===== config.mk =====
export PLATFORM = sky130hd
export DESIGN_NAME = deint_sched_flat
export DESIGN_NICKNAME = d
export VERILOG_FILES = /design/src/rtl/deint_pkg.sv /design/src/rtl/deint_sched_if.sv /design/src/rtl/deint_ptr_bank.sv /design/src/rtl/deint_sched.sv /design/src/flat_wrapper.sv
export SDC_FILE = /design/constraint.sdc
export NUM_CORES = 1
export LEC_CHECK = 0
export CAP_MARGIN = 10
export CORE_UTILIZATION = 35
export DETAILED_ROUTE_END_ITERATION = 8
export GPL_TIMING_DRIVEN = 0
export SETUP_SLACK_MARGIN = 0.2
export SLEW_MARGIN = 10
export SYNTH_ARGS = -nofsm -noshare
export SYNTH_HDL_FRONTEND = slang
export SYNTH_HIERARCHICAL = 1
export SYNTH_SLANG_ARGS = --single-unit

===== constraint.sdc =====
create_clock -name clk -period 6.5 [get_ports clk]
set_clock_uncertainty 0.05 [all_clocks]
set_input_delay 1.3 -clock clk [delete_from_list [all_inputs] [get_ports clk]]
set_output_delay 1.3 -clock clk [all_outputs]
set_load 0.02 [all_outputs]

===== src/rtl/deint_pkg.sv =====
// Shared constants, FSM state type and branch geometry helpers for the
// DVB convolutional deinterleaver scheduler (I=12 branches, M=17 unit delay).
package deint_pkg;

    localparam int I       = 12;   // branch count
    localparam int M       = 17;   // unit delay
    localparam int PKT_LEN = 204;  // packet length in bytes (sync alignment)
    localparam int DW      = 8;    // symbol width
    localparam int AW      = 11;   // RAM address width (1122 bytes used)
    localparam int BW      = 4;    // branch index width
    localparam int PW      = 8;    // per-branch pointer width (max depth 187)
    localparam int CW      = 8;    // packet counter width

    localparam logic [BW-1:0] LAST_BR       = BW'(I - 1);
    localparam logic [DW-1:0] SYNC_BYTE     = 8'h47;
    localparam logic [DW-1:0] SYNC_BYTE_INV = 8'hB8;

    typedef enum logic [1:0] {
        IDLE = 2'd0,
        RD   = 2'd1,
        WR   = 2'd2
    } state_t;

    // First RAM byte of branch j: M * sum_{k<j} (I-1-k).
    function automatic logic [AW-1:0] base_addr(input logic [BW-1:0] j);
        int sum;
        sum = 0;
        for (int k = 0; k < I; k++) begin
            if (k < int'(j)) sum += (I - 1 - k) * M;
        end
        return AW'(sum);
    endfunction

    // FIFO depth of branch j: (I-1-j) * M; zero for the last branch.
    function automatic logic [PW-1:0] depth(input logic [BW-1:0] j);
        int d;
        d = (int'(j) < I) ? (I - 1 - int'(j)) * M : 0;
        return PW'(d);
    endfunction

endpackage


===== src/rtl/deint_sched_if.sv =====
// Symbol input, deinterleaved output, status and RAM bus of the scheduler.
// slave: scheduler side. master: symbol source / output sink / RAM side.
interface deint_sched_if;
    import deint_pkg::*;

    logic          sym_ena;
    logic [DW-1:0] sym_din;
    logic [AW-1:0] ram_addr;
    logic          ram_re;
    logic          ram_we;
    logic [DW-1:0] ram_wdata;
    logic [DW-1:0] ram_rdata;
    logic          sym_vld;
    logic [DW-1:0] sym_dout;
    logic [BW-1:0] branch;
    logic          busy;
    logic          sym_drop;
    logic          sync_lock;

    modport slave (
        input  sym_ena, sym_din, ram_rdata,
        output ram_addr, ram_re, ram_we, ram_wdata,
        output sym_vld, sym_dout, branch, busy, sym_drop, sync_lock
    );

    modport master (
        output sym_ena, sym_din, ram_rdata,
        input  ram_addr, ram_re, ram_we, ram_wdata,
        input  sym_vld, sym_dout, branch, busy, sym_drop, sync_lock
    );

endinterface


===== src/rtl/deint_ptr_bank.sv =====
// Per-branch circular write/read pointers and "primed" flags. A branch is
// primed once its pointer has wrapped, i.e. its FIFO holds real data.
module deint_ptr_bank
    import deint_pkg::*;
(
    input  logic          clk,
    input  logic          rst,
    input  logic [BW-1:0] sel,
    input  logic          adv,
    output logic [PW-1:0] ptr,
    output logic          primed
);

    logic [PW-1:0] ptr_q [I];
    logic [I-1:0]  primed_q;
    logic [PW-1:0] last_idx;

    assign last_idx = depth(sel) - PW'(1);
    assign ptr      = ptr_q[sel];
    assign primed   = primed_q[sel];

    // Advance the selected branch pointer, wrapping at its depth.
    always_ff @(posedge clk or posedge rst) begin
        if (rst) begin
            // NOTE: this is a small register file, not a RAM; every entry must
            // be reset because the pointers define where each FIFO starts.
            for (int k = 0; k < I; k++) ptr_q[k] <= '0;
            primed_q <= '0;
        end else if (adv) begin
            if (ptr_q[sel] == last_idx) begin
                ptr_q[sel]    <= '0;
                primed_q[sel] <= 1'b1;
            end else begin
                ptr_q[sel] <= ptr_q[sel] + PW'(1);
            end
        end
    end

endmodule


===== src/rtl/deint_sched.sv =====
// Commutator / RAM address scheduler for the DVB convolutional deinterleaver.
// Each accepted symbol does one read-then-write on its branch FIFO slot.
// Optional feature: define DEINT_SYNC_ALIGN_EN to align the commutator to
// packet sync bytes (0x47 / 0xB8); otherwise branch free-runs from reset.
module deint_sched
    import deint_pkg::*;
(
    input  logic         clk,
    input  logic         rst,
    deint_sched_if.slave bus
);

    state_t        state;
    logic [BW-1:0] branch_q;
    logic [BW-1:0] eff_branch;
    logic [BW-1:0] cur_branch;
    logic [DW-1:0] din_q;
    logic [AW-1:0] addr_q;
    logic [DW-1:0] wdata_q;
    logic [DW-1:0] dout_q;
    logic          re_q, we_q, vld_q, drop_q;
    logic [PW-1:0] cur_ptr;
    logic          cur_primed;
    logic          ptr_adv;
    logic [AW-1:0] rd_addr;
    logic          lock;

`ifdef DEINT_SYNC_ALIGN_EN
    logic [CW-1:0] pkt_cnt;
    logic [1:0]    miss_cnt;
    logic          accept;
    logic          is_sync;
    logic [CW-1:0] pkt_cnt_nxt;

    assign accept      = (state == IDLE) && bus.sym_ena;
    assign is_sync     = (bus.sym_din == SYNC_BYTE) || (bus.sym_din == SYNC_BYTE_INV);
    assign eff_branch  = (!lock && is_sync) ? '0 : branch_q;
    assign pkt_cnt_nxt = (pkt_cnt == CW'(PKT_LEN - 1)) ? '0 : pkt_cnt + CW'(1);

    // Packet position tracking: acquire on any sync byte, drop lock after
    // three consecutive packet starts without one.
    always_ff @(posedge clk or posedge rst) begin
        if (rst) begin
            pkt_cnt  <= '0;
            miss_cnt <= '0;
            lock     <= 1'b0;
        end else if (accept) begin
            if (!lock) begin
                if (is_sync) begin
                    lock     <= 1'b1;
                    miss_cnt <= '0;
                    pkt_cnt  <= (PKT_LEN > 1) ? CW'(1) : '0;
                end else begin
                    pkt_cnt <= pkt_cnt_nxt;
                end
            end else begin
                if (pkt_cnt == '0) begin
                    if (is_sync) begin
                        miss_cnt <= '0;
                    end else if (miss_cnt == 2'd2) begin
                        miss_cnt <= '0;
                        lock     <= 1'b0;
                    end else begin
                        miss_cnt <= miss_cnt + 2'd1;
                    end
                end
                pkt_cnt <= pkt_cnt_nxt;
            end
        end
    end
`else
    assign eff_branch = branch_q;
    assign lock       = 1'b1;
`endif

    // The incoming symbol's branch is only known combinationally in IDLE;
    // afterwards the registered branch selects the pointer.
    assign cur_branch = (state == IDLE) ? eff_branch : branch_q;
    assign rd_addr    = base_addr(eff_branch) + AW'(cur_ptr);
    assign ptr_adv    = (state == WR) && (branch_q != LAST_BR);

    deint_ptr_bank u_ptr_bank (
        .clk    (clk),
        .rst    (rst),
        .sel    (cur_branch),
        .adv    (ptr_adv),
        .ptr    (cur_ptr),
        .primed (cur_primed)
    );

    // IDLE -> RD -> WR -> IDLE sequencer with registered RAM and symbol outputs.
    always_ff @(posedge clk or posedge rst) begin
        if (rst) begin
            state    <= IDLE;
            branch_q <= '0;
            din_q    <= '0;
            addr_q   <= '0;
            wdata_q  <= '0;
            dout_q   <= '0;
            re_q     <= 1'b0;
            we_q     <= 1'b0;
            vld_q    <= 1'b0;
            drop_q   <= 1'b0;
        end else begin
            // NOTE: non-blocking throughout so every branch below sees the
            // pre-edge values; these defaults make the strobes single-cycle.
            re_q   <= 1'b0;
            we_q   <= 1'b0;
            vld_q  <= 1'b0;
            drop_q <= 1'b0;
            unique case (state)
                IDLE: begin
                    if (bus.sym_ena) begin
                        din_q    <= bus.sym_din;
                        branch_q <= eff_branch;
                        state    <= RD;
                        if (eff_branch != LAST_BR) begin
                            re_q   <= 1'b1;
                            addr_q <= rd_addr;
                        end
                    end
                end
                RD: begin
                    drop_q <= bus.sym_ena;
                    state  <= WR;
                    if (branch_q != LAST_BR) begin
                        we_q    <= 1'b1;
                        wdata_q <= din_q;
                    end
                end
                WR: begin
                    drop_q <= bus.sym_ena;
                    state  <= IDLE;
                    if (branch_q == LAST_BR) begin
                        dout_q   <= din_q;
                        vld_q    <= 1'b1;
                        branch_q <= '0;
                    end else begin
                        dout_q   <= bus.ram_rdata;
                        vld_q    <= cur_primed;
                        branch_q <= branch_q + BW'(1);
                    end
                end
                default: state <= IDLE;
            endcase
        end
    end

    assign bus.ram_addr  = addr_q;
    assign bus.ram_re    = re_q;
    assign bus.ram_we    = we_q;
    assign bus.ram_wdata = wdata_q;
    assign bus.sym_vld   = vld_q;
    assign bus.sym_dout  = dout_q;
    assign bus.branch    = branch_q;
    assign bus.busy      = (state != IDLE);
    assign bus.sym_drop  = drop_q;
    assign bus.sync_lock = lock;

endmodule


===== src/flat_wrapper.sv =====
// flat-port wrapper written by rule: the top's interface ports become plain ports
module deint_sched_flat import deint_pkg::*;
  (clk, rst, bus_sym_ena, bus_sym_din, bus_ram_rdata, bus_ram_addr, bus_ram_re, bus_ram_we, bus_ram_wdata, bus_sym_vld, bus_sym_dout, bus_branch, bus_busy, bus_sym_drop, bus_sync_lock);
  deint_sched_if bus_i ();
  input  logic clk;
  input  logic rst;
  input wire logic [$bits(bus_i.sym_ena)-1:0] bus_sym_ena;
  input wire logic [$bits(bus_i.sym_din)-1:0] bus_sym_din;
  input wire logic [$bits(bus_i.ram_rdata)-1:0] bus_ram_rdata;
  output wire logic [$bits(bus_i.ram_addr)-1:0] bus_ram_addr;
  output wire logic [$bits(bus_i.ram_re)-1:0] bus_ram_re;
  output wire logic [$bits(bus_i.ram_we)-1:0] bus_ram_we;
  output wire logic [$bits(bus_i.ram_wdata)-1:0] bus_ram_wdata;
  output wire logic [$bits(bus_i.sym_vld)-1:0] bus_sym_vld;
  output wire logic [$bits(bus_i.sym_dout)-1:0] bus_sym_dout;
  output wire logic [$bits(bus_i.branch)-1:0] bus_branch;
  output wire logic [$bits(bus_i.busy)-1:0] bus_busy;
  output wire logic [$bits(bus_i.sym_drop)-1:0] bus_sym_drop;
  output wire logic [$bits(bus_i.sync_lock)-1:0] bus_sync_lock;
  assign bus_i.sym_ena = bus_sym_ena;
  assign bus_i.sym_din = bus_sym_din;
  assign bus_i.ram_rdata = bus_ram_rdata;
  assign bus_ram_addr = bus_i.ram_addr;
  assign bus_ram_re = bus_i.ram_re;
  assign bus_ram_we = bus_i.ram_we;
  assign bus_ram_wdata = bus_i.ram_wdata;
  assign bus_sym_vld = bus_i.sym_vld;
  assign bus_sym_dout = bus_i.sym_dout;
  assign bus_branch = bus_i.branch;
  assign bus_busy = bus_i.busy;
  assign bus_sym_drop = bus_i.sym_drop;
  assign bus_sync_lock = bus_i.sync_lock;
  deint_sched u_core (.clk(clk), .rst(rst), .bus(bus_i));
endmodule

Yosys cells after proc, flatten, opt, wreduce, memory -nomap -nowiden

Cells that the tools add are included.

Add/subtract/negate cells: 15
Bitwise gates (word level): 4
$lt $le $gt $ge: 16
Equal/unequal tests: 6
Reduce and logical (&&, ||, !) cells: 10
Multiplexer cells: 34
$mul: 1

Operator list:

| operator                                           | count |
|---|---|
| two-way mux 11 bit                                 | 10 |
| AND 96 bit                                         | 1 |
| bitwise mux 96 bit                                 | 1 |
| two-way mux 96 bit                                 | 1 |
| inverter 96 bit                                    | 1 |
| two-way mux 8 bit                                  | 6 |
| adder 11 x 8 -> 11 bit (second input constant)     | 4 |
| binary-select mux 8 bit (select 4 bit)             | 1 |
| demux 8 bit (select 4 bit)                         | 1 |
| adder 11 x 7 -> 11 bit (second input constant)     | 2 |
| adder 11 x 9 -> 11 bit (second input constant)     | 2 |
| < comparator 3 x 4 -> 1 bit (first input constant) | 4 |
| < comparator 4 bit (first input constant)          | 3 |
| bitwise OR 12 bit                                  | 1 |
| adder 11 x 6 -> 11 bit (second input constant)     | 1 |
| adder 11 x 8 -> 11 bit                             | 1 |
| adder 8 x 8 -> 9 bit (second input constant)       | 1 |
| two-way mux 1 bit                                  | 9 |
| adder 8 x 1 -> 8 bit (second input constant)       | 1 |
| equality test 8 bit                                | 1 |
| < comparator 1 x 4 -> 1 bit (first input constant) | 2 |
| < comparator 2 x 4 -> 1 bit (first input constant) | 2 |
| multiplier 5 x 6 -> 8 bit (second input constant)  | 1 |
| subtractor 8 x 1 -> 8 bit (second input constant)  | 1 |
| 24 further kinds                                   | 28 |

Flip-flop bits (word level): 153
Input bits: 19
Logic and storage cells: 109

Logic depth before layout (Yosys ltp)

Gate-level depths: netlist (run 1).

Depth after elaboration: 23
Mapped depth: 36

By module

Netlist (run 1), hierarchy kept.

By module, submodules not included:

| module         | cells an instance | instances | area an instance (um2) |
|---|---|---|---|
| deint_ptr_bank | 576               | 1         | 5695.5 |
| deint_sched    | 523               | 1         | 4616.9 |

Least setup slack after synthesis (run 1)

Ideal clock, no wire load.

Path kind: register to register
Start: register u_core.branch_q[1], in the netlist u_core/bus.branch[1]
End: register u_core.addr_q[9], in the netlist u_core/bus.ram_addr[9]
Arrival: 6.508 ns
Stages on the path, launching flop included: 34
Setup slack: -0.183 ns
Setup time: 0.125 ns
Data required time: 6.325 ns
Cell sequence: dfrtp_1 buf_2 inv_1 ha_1 buf_2 nand2_1 ha_1 nor2b_1 a211oi_2 ha_1 and4_1 nor3_1 ha_1 mux2_2 inv_1 ha_1 a21oi_1 xor2_1 inv_1 ha_1 nor2_1 a21oi_1 ha_1 a21o_1 a21oi_1 o21bai_1 a21oi_1 nor2b_1 o21ai_0 nand2b_1 a21oi_1 nor2_1 xnor2_1 mux2_2

Word-level cells in the longest chain between the ends: 23

Ends and longest elaborated chain:

| what                        | line               | text |
|---|---|---|
| start, declared             | deint_sched.sv:14  | `logic [BW-1:0] branch_q;` |
| start signal, assigned      | deint_sched.sv:115 | `branch_q <= eff_branch;` |
| start signal, assigned      | deint_sched.sv:141 | `branch_q <= branch_q + BW'(1);` |
| < comparator 1 x 4 -> 1 bit | deint_pkg.sv:29    | `if (k < int'(j)) sum += (I - 1 - k) * M;` |
| two-way mux 8 bit           | deint_pkg.sv:29    |  |
| adder 8 x 8 -> 9 bit        | deint_pkg.sv:29    |  |
| two-way mux 11 bit          | deint_pkg.sv:29    |  |
| adder 11 x 9 -> 11 bit      | deint_pkg.sv:29    |  |
| two-way mux 11 bit          | deint_pkg.sv:29    |  |
| adder 11 x 9 -> 11 bit      | deint_pkg.sv:29    |  |
| two-way mux 11 bit          | deint_pkg.sv:29    |  |
| [7 not listed]              | -                  |  |
| two-way mux 11 bit          | deint_pkg.sv:29    |  |
| adder 11 x 7 -> 11 bit      | deint_pkg.sv:29    |  |
| two-way mux 11 bit          | deint_pkg.sv:29    |  |
| adder 11 x 7 -> 11 bit      | deint_pkg.sv:29    |  |
| two-way mux 11 bit          | deint_pkg.sv:29    |  |
| adder 11 x 6 -> 11 bit      | deint_pkg.sv:29    |  |
| two-way mux 11 bit          | deint_pkg.sv:29    |  |
| adder 11 x 8 -> 11 bit      | deint_sched.sv:79  | `assign rd_addr = base_addr(eff_branch) + AW'(cur_ptr);` |
| end signal, assigned        | deint_sched.sv:119 | `addr_q <= rd_addr;` |
| end, declared               | deint_sched.sv:18  | `logic [AW-1:0] addr_q;` |

Several ways; a longest one is shown, not always the timed one. The select of a mux whose other input is x is not followed.
A chain may end at the register's enable or synchronous reset.

Worst setup path in the final report (run 1)

Start: register u_core.branch_q[2], in the netlist u_core/bus.branch[2]
End: register u_core.addr_q[9], in the netlist u_core/bus.ram_addr[9]

Same word-level chain as after synthesis.

==> metrics.md, run 1 <==
| Metric | Value |
|---|---|
| CTS root buf | clkbuf_16 |
| Post-Synth Simple-Gate Area | 16.62% |
| Critical path class | flop to flop |
| Outcome | complete, no violations |
| Layout area overhead | 23.21% |
| Slew of the pin with the lowest slew margin | 783.7 ps |
| Global-route total usage across every layer | 19.41% |
| Initial antenna violation count | 0 |
| Share of layout cells above drive strength 1 | 20.80% |
| Worst stage delay on the critical path | 410 ps |
| Adder-Cell Fraction of Synth Area | 4.416% |
| Combinational family with the most area after synthesis | compound AO/OA/AOI/OAI gates |
| Worst-Skew Late Latency | 440 ps |
| Seq/Total Area, Yosys | 37.13% |
| Post-synth ARST share | 100.0% |
| Placement Setup Slack | -579.4 ps |
| Layout net count | 1272 |
| Final worst-path cycle share | 95.58% |
| Die area | 0.03015 sq mm |
| Total of max-cap violations | 0 |
| # clock sinks | 153 |
| Site Rows | 62 |
| Hold Crit Class | flop to flop |
| Wire per inst | 18.31 microns |
| Slack of the critical path | 287.0 ps |
| H-tree lvl count | 4 |
| Number of port buffers | 54 |
| HPWL after DPL | 21410 microns |
| Number of synthesized flops with an enable pin | 0 |
| DRT iter0 DRCs | 697 |
| Hold buffers post-CTS | 0 |
| Compound-gate portion of the synthesized area | 20.94% |
| Reg clk slew, reported paths | 70 ps |
| Max FO, Critical Path | 7 |
| Post-Synthesis Cells | 1099 |
| Number of buffers created by CTS | 17 |
| Post-Syn Area per Cell | 9.383 sq um |
| CP max stage cell | dfrtp_2 |
| WP data arrival | 6490 ps |
| Total grt overflow | 0 |
| RSZ-0062 raised after global routing | true |
| Antenna diode count | 0 |
| Hold Fails Final Rpt | 0 |
| Num ports | 56 |
| Post-synthesis xor/xnor area fraction | 6.503% |
| Mux contribution to synthesized area | 9.561% |
| Final core occ | 44.03% |
| Post-synth top flop | dfrtp_1 |
| Fin cells | 1615 |
| Core Box Area | 0.02886 sq mm |
| First-pass GRT wire length | 46750 microns |
| Routed vias | 8812 |
| Antenna-violating nets left | 0 |
| Max_slew headroom | 47.40% |
| Vias in the first global route | 8603 |
| Setup_tns | 0 ps |
| Worst-case clock buffer depth | 2 |
| Worst Path Required | 6780 ps |
| Die Wd | 173.7 microns |
| DRT Wirelength | 29570 microns |
| Cell count after placement | 1539 |
| Synth unique cells | 100 |
| CTS tree | yes |
| Synthesized cell area | 0.01031 sq mm |
| Synth warn | 6 |
| Max Transition Viols Final | 0 |
| First drt pass iteration count | 5 |
| Minimum clock period | 6213 ps |
| Largest net degree at the start of global routing | 59 |
| Critical Path Start Type | flop |
| Upper clock frequency limit | 0.1610 GHz |
| DR vias/cell | 5.456 |
| Seq cells post-synth | 153 |
| Syn nets | 1153 |
| Setup Viol. Count Final | 0 |
| Most frequent CP cell | xnor2_2 |
| Worst Setup End Kind | flop |
| RePlAce Congestion | 0.9270 |
| Initial Util | 35.74% |
| Die Span Y | 173.7 microns |
| DRC viols | 0 |
metrics by stage:
stage,cell area [sq um],hold slack (ps)
after floorplan,10340,372.6
after global placement,11370,381.9
after detailed placement,11420,388.6
after CTS,12150,403.5
after global routing,12710,411.4
final,12710,399.0
cells in the mapped netlist, types with 16 or more instances:
cell	n	area, sq um
nand2_1	192	720.7
dfrtp_1	153	3829
o21ai_0	64	320.3
o31ai_1	63	473.0
nor2_1	62	232.7
mux2i_1	42	420.4
a21oi_1	39	195.2
ha_1	34	425.4
inv_1	31	116.4
xnor2_1	31	271.5
mux2_2	22	247.7
xor2_1	21	183.9
clkbuf_1	20	75.07
nand3_1	17	85.08
nor2b_1	17	106.4
a21o_1	16	120.1
buf_1	16	60.06
registers in the layout (all words and copies together) (netlist names), 2 cells and up:
register	flops
u_core/u_ptr_bank/ptr_q	96
u_core/din_q	8
u_core/u_ptr_bank/primed_q	12
u_core/bus.branch	4
u_core/bus.ram_addr	11
u_core/state	2
u_core/bus.sym_dout	8
u_core/bus.ram_wdata	8
area by class of cell:
class | count | area [sq um]
clock inverter | 14 | 131.4
inverter | 33 | 151.4
multi-input combinational | 847 | 6377
sequential | 153 | 3834
timing repair buffer | 100 | 918.4
fill | 2776 | 16150
clock buffer | 18 | 429.2
tap | 384 | 480.5
buffer | 66 | 384.1
metal layers:
metal | vias up | global-route usage (%) | part of all wire [%]
li1 | 4185 | - | -
met1 | 4337 | 26.21 | 45
met2 | 246 | 31.88 | 48
met3 | 44 | 2.697 | 5.2
met4 | 0 | 6.615 | 2.3
met5 | - | 0 | 0
cell families after synthesis:
| kind of cell | count (synthesis) |
|---|---|
| muxes | 79 |
| AOI/OAI and AO/OA | 299 |
| xor gates and xnor gates | 63 |
| DFF | 153 |
| adders and majority gates | 36 |
| buffers and inverters | 99 |
| and+or+nand+nor | 369 |
| other | 1 |
path summary, 6_finish.rpt:
check	start	end	slack [ps]	cells past startpoint
setup / recovery	u_core/bus.branch[2]	u_core/bus.ram_addr[9]	290	30
hold / removal	u_core/u_ptr_bank/primed_q[1]	u_core/u_ptr_bank/primed_q[1]	400	1
setup reg to reg	u_core/bus.branch[2]	u_core/bus.ram_addr[9]	290	30
hold reg to reg	u_core/u_ptr_bank/primed_q[1]	u_core/u_ptr_bank/primed_q[1]	400	1
max in group asynchronous	rst	u_core/u_ptr_bank/ptr_q[76]	4470	3
min in group asynchronous	rst	u_core/u_ptr_bank/primed_q[4]	1270	2
worst max-delay path, delay by kind of cell (launching register included):
family | cells | cell delay [ps]
AOI/OAI and AO/OA | 7 | 1720
xor gates and xnor gates | 6 | 1280
and+or+nand+nor | 10 | 1100
adders and majority gates | 4 | 1060
DFF | 1 | 410
muxes | 1 | 260
buffers and inverters | 2 | 210
placed cells by master (no fill, tap or decap), types with 11 or more instances in the layout:
master           count
a21o_1              16
a21oi_1             29
a22oi_1             13
and2_1              13
buf_1               16
buf_4               55
buf_6               11
clkbuf_1            21
clkbuf_16           17
clkdlybuf4s50_1     54
dfrtp_1            149
ha_1                29
inv_1               25
mux2_2              20
mux2i_1             42
mux4_2              13
nand2_1            190
nand3_1             17
nor2_1              58
nor2b_1             13
nor3_1              12
o21ai_0             63
o21ai_1             11
o31ai_1             63
xnor2_1             23
xnor2_2             11
xor2_1              18
timing repair:
item / CTS / global route
buffers inserted: 10 / 34
pin swaps: 10 / 40
hold endpoints to repair: 0 / 0
resized for setup: 25 / 64
endpoints found under the setup margin: 6 / 5
Power of run 1 is not shown: default switching activity piles up to over one toggle a cycle in this logic, so the estimate is an artifact.
==> inputs of run 2 (changes only) <==
--- a/config.mk
+++ b/config.mk
@@ -6,10 +6,10 @@
 export NUM_CORES = 1
 export LEC_CHECK = 0
 export CAP_MARGIN = 10
+export CORE_MARGIN = 2
 export CORE_UTILIZATION = 35
 export DETAILED_ROUTE_END_ITERATION = 8
 export GPL_TIMING_DRIVEN = 0
-export SETUP_SLACK_MARGIN = 0.2
 export SLEW_MARGIN = 10
 export SYNTH_ARGS = -nofsm -noshare
 export SYNTH_HDL_FRONTEND = slang
==> metrics.md, run 2 (synthesis results as in run 1) <==
| Metric | Value |
|---|---|
| Core Box Area | 0.02886 sq mm (unchanged) |
| Final worst-path cycle share | 96.33% (was 95.58%) |
| Max reg flops | 96 (unchanged) |
| Layout area overhead | 21.35% (was 23.21%) |
| Minimum clock period | 6262 ps (was 6213 ps) |
| DRT Wirelength | 29280 microns (was 29570 microns) |
| CTS root buf | clkbuf_16 (unchanged) |
| R2R Setup Slk | 240 ps (was 290 ps) |
| Share of layout cells above drive strength 1 | 18.81% (was 20.80%) |
| GR Layer Usage met1 | 26.22% (was 26.21%) |
| Most frequent cells in the layout | nand2_1 (190), dfrtp_1 (149), o21ai_0 (63), o31ai_1 (63), nor2_1 (60) (was nand2_1 (190), dfrtp_1 (149), o21ai_0 (63), o31ai_1 (63), nor2_1 (58)) |
| Max FO, Critical Path | 10 (was 7) |
| Total grt overflow | 0 (unchanged) |
| First-pass GRT wire length | 46990 microns (was 46750 microns) |
| Initial antenna violation count | 0 (unchanged) |
| Slew of the pin with the lowest slew margin | 717.6 ps (was 783.7 ps) |
| Final core occ | 43.37% (was 44.03%) |
| # clock sinks | 153 (unchanged) |
| Post-route cell area | 0.01251 sq mm (was 0.01271 sq mm) |
| Largest net degree at the start of global routing | 68 (was 59) |
| Antenna diode count | 0 (unchanged) |
| Num ports | 56 (unchanged) |
| DRC viols | 0 (unchanged) |
| Worst Path Required | 6760 ps (was 6780 ps) |
| Max Transition Viols Final | 0 (unchanged) |
| Hold Fails Final Rpt | 0 (unchanged) |
| RePlAce Congestion | 0.9120 (was 0.9270) |
| Reg clk slew, reported paths | 70 ps (about the same) |
| Number of port buffers | 54 (unchanged) |
| Met2 GRT Util | 30.95% (was 31.88%) |
| Hold buffers post-CTS | 0 (unchanged) |
| Number of buffers created by CTS | 17 (unchanged) |
| Die area | 0.03085 sq mm (was 0.03015 sq mm) |
| DR vias/cell | 5.424 (was 5.456) |
| Die Span Y | 175.7 microns (was 173.7 microns) |
| H-tree lvl count | 4 (unchanged) |
| Site Rows | 62 (unchanged) |
| Worst stage delay on the critical path | 410 ps (about the same) |
| Initial Util | 35.74% (unchanged) |
| Outcome | complete, no violations (unchanged) |
| Placed Area | 0.01141 sq mm (was 0.01142 sq mm) |
| Antenna-violating nets left | 0 (unchanged) |
| CTS tree | yes (unchanged) |
| CP max stage cell | dfrtp_2 (unchanged) |
| DRT iter0 DRCs | 550 (was 697) |
| Global-route total usage across every layer | 19.19% (was 19.41%) |
| Critical Path Start Type | flop (unchanged) |
| Max_slew headroom | 52.16% (was 47.40%) |
| First drt pass iteration count | 9 (was 5) |
| Upper clock frequency limit | 0.1597 GHz (was 0.1610 GHz) |
| Worst Setup End Kind | flop (unchanged) |
| Worst-Skew Late Latency | 420 ps (was 440 ps) |
| Hold Crit Class | flop to flop (unchanged) |
| Vias in the first global route | 8626 (was 8603) |
| Total of max-cap violations | 0 (unchanged) |
| Setup Viol. Count Final | 0 (unchanged) |
| Worst-case clock buffer depth | 2 (unchanged) |
| WP data arrival | 6520 ps (was 6490 ps) |
| Critical path class | flop to flop (unchanged) |
| Busiest grt layer | met2 (unchanged) |
| Die Wd | 175.7 microns (was 173.7 microns) |
| HPWL after DPL | 21420 microns (was 21410 microns) |
| Wire per inst | 18.22 microns (was 18.31 microns) |
| Layout net count | 1264 (was 1272) |
| Routed vias | 8717 (was 8812) |
| Largest Register | u_core/u_ptr_bank/ptr_q (unchanged) |
| Commonest non-fill, non-tap cell in the layout | nand2_1 (unchanged) |
| Met3 GRT Util | 3.636% (was 2.697%) |
run 2: changes by cell type in the layout (fill, tap and decap cells not counted), moves of 3 or more:
cell	change
xnor2_2	-6
buf_4	-9
xnor2_1	+6
bufinv_16	+3
nor2b_1	+3
run 2: timing repair:
item	4_1_cts	5_1_grt
gates resized for setup	18	39
setup buffers	7	28
pin swaps	6	22
setup endpoints to repair	6	5
gates cloned	0	1
run 2: final timing paths:
kind                                          startpoint  depth (start not counted)                       endpoint
setup / recovery                    u_core/bus.branch[2]                         35         u_core/bus.ram_addr[9]
hold / removal             u_core/u_ptr_bank/primed_q[3]                          1  u_core/u_ptr_bank/primed_q[3]
setup reg to reg                    u_core/bus.branch[2]                         35         u_core/bus.ram_addr[9]
hold reg to reg            u_core/u_ptr_bank/primed_q[3]                          1  u_core/u_ptr_bank/primed_q[3]
max in group asynchronous                            rst                          3    u_core/u_ptr_bank/ptr_q[14]
min in group asynchronous                            rst                          2        u_core/bus.ram_wdata[7]
run 2: layout make-up:
cell class	instances	area (sq um)
Buffer	66	381.6
Clock buffer	18	439.2
Clock inverter	14	181.4
Fill cell	2831	16340
Inverter	33	141.4
Multi-Input combinational cell	847	6200
Sequential cell	153	3834
Tap cell	384	480.5
Timing Repair Buffer	91	850.8
Timing Repair inverter	1	6.256
run 2: stage by stage:
stage	hold slack (ps)	worst slack [ps]	instances	setup TNS [ps]
2_1_floorplan	372.6	38.12	1099	0
3_3_place_gp	382.4	-794.6	1537	-2984
3_5_place_dp	390.1	-842.5	1539	-3229
4_1_cts	404.8	21.22	1578	0
5_1_grt	413.7	-111.9	1607	-214.7
6_report	398.9	238.3	1607	0
run 2: metal layers:
layer	share of wire (%)	vias up	routed length, microns
met4	1.8	0	529
li1	-	4165	-
met5	0	-	0
met3	5.9	27	1723
met1	46	4241	13370
met2	47	284	13660
run 2: critical path: cells and delay by family (launching register included):
family / cells / cell delay (ps)
AO/OA/AOI/OAI: 8 / 1200
multiplexers: 2 / 550
adder cells (fa/ha/maj): 6 / 1560
XOR/XNOR: 3 / 490
flip-flops: 1 / 410
AND/OR/NAND/NOR: 10 / 1370
buffers and inverters: 6 / 530
Power of run 2 is left out for the same reason.
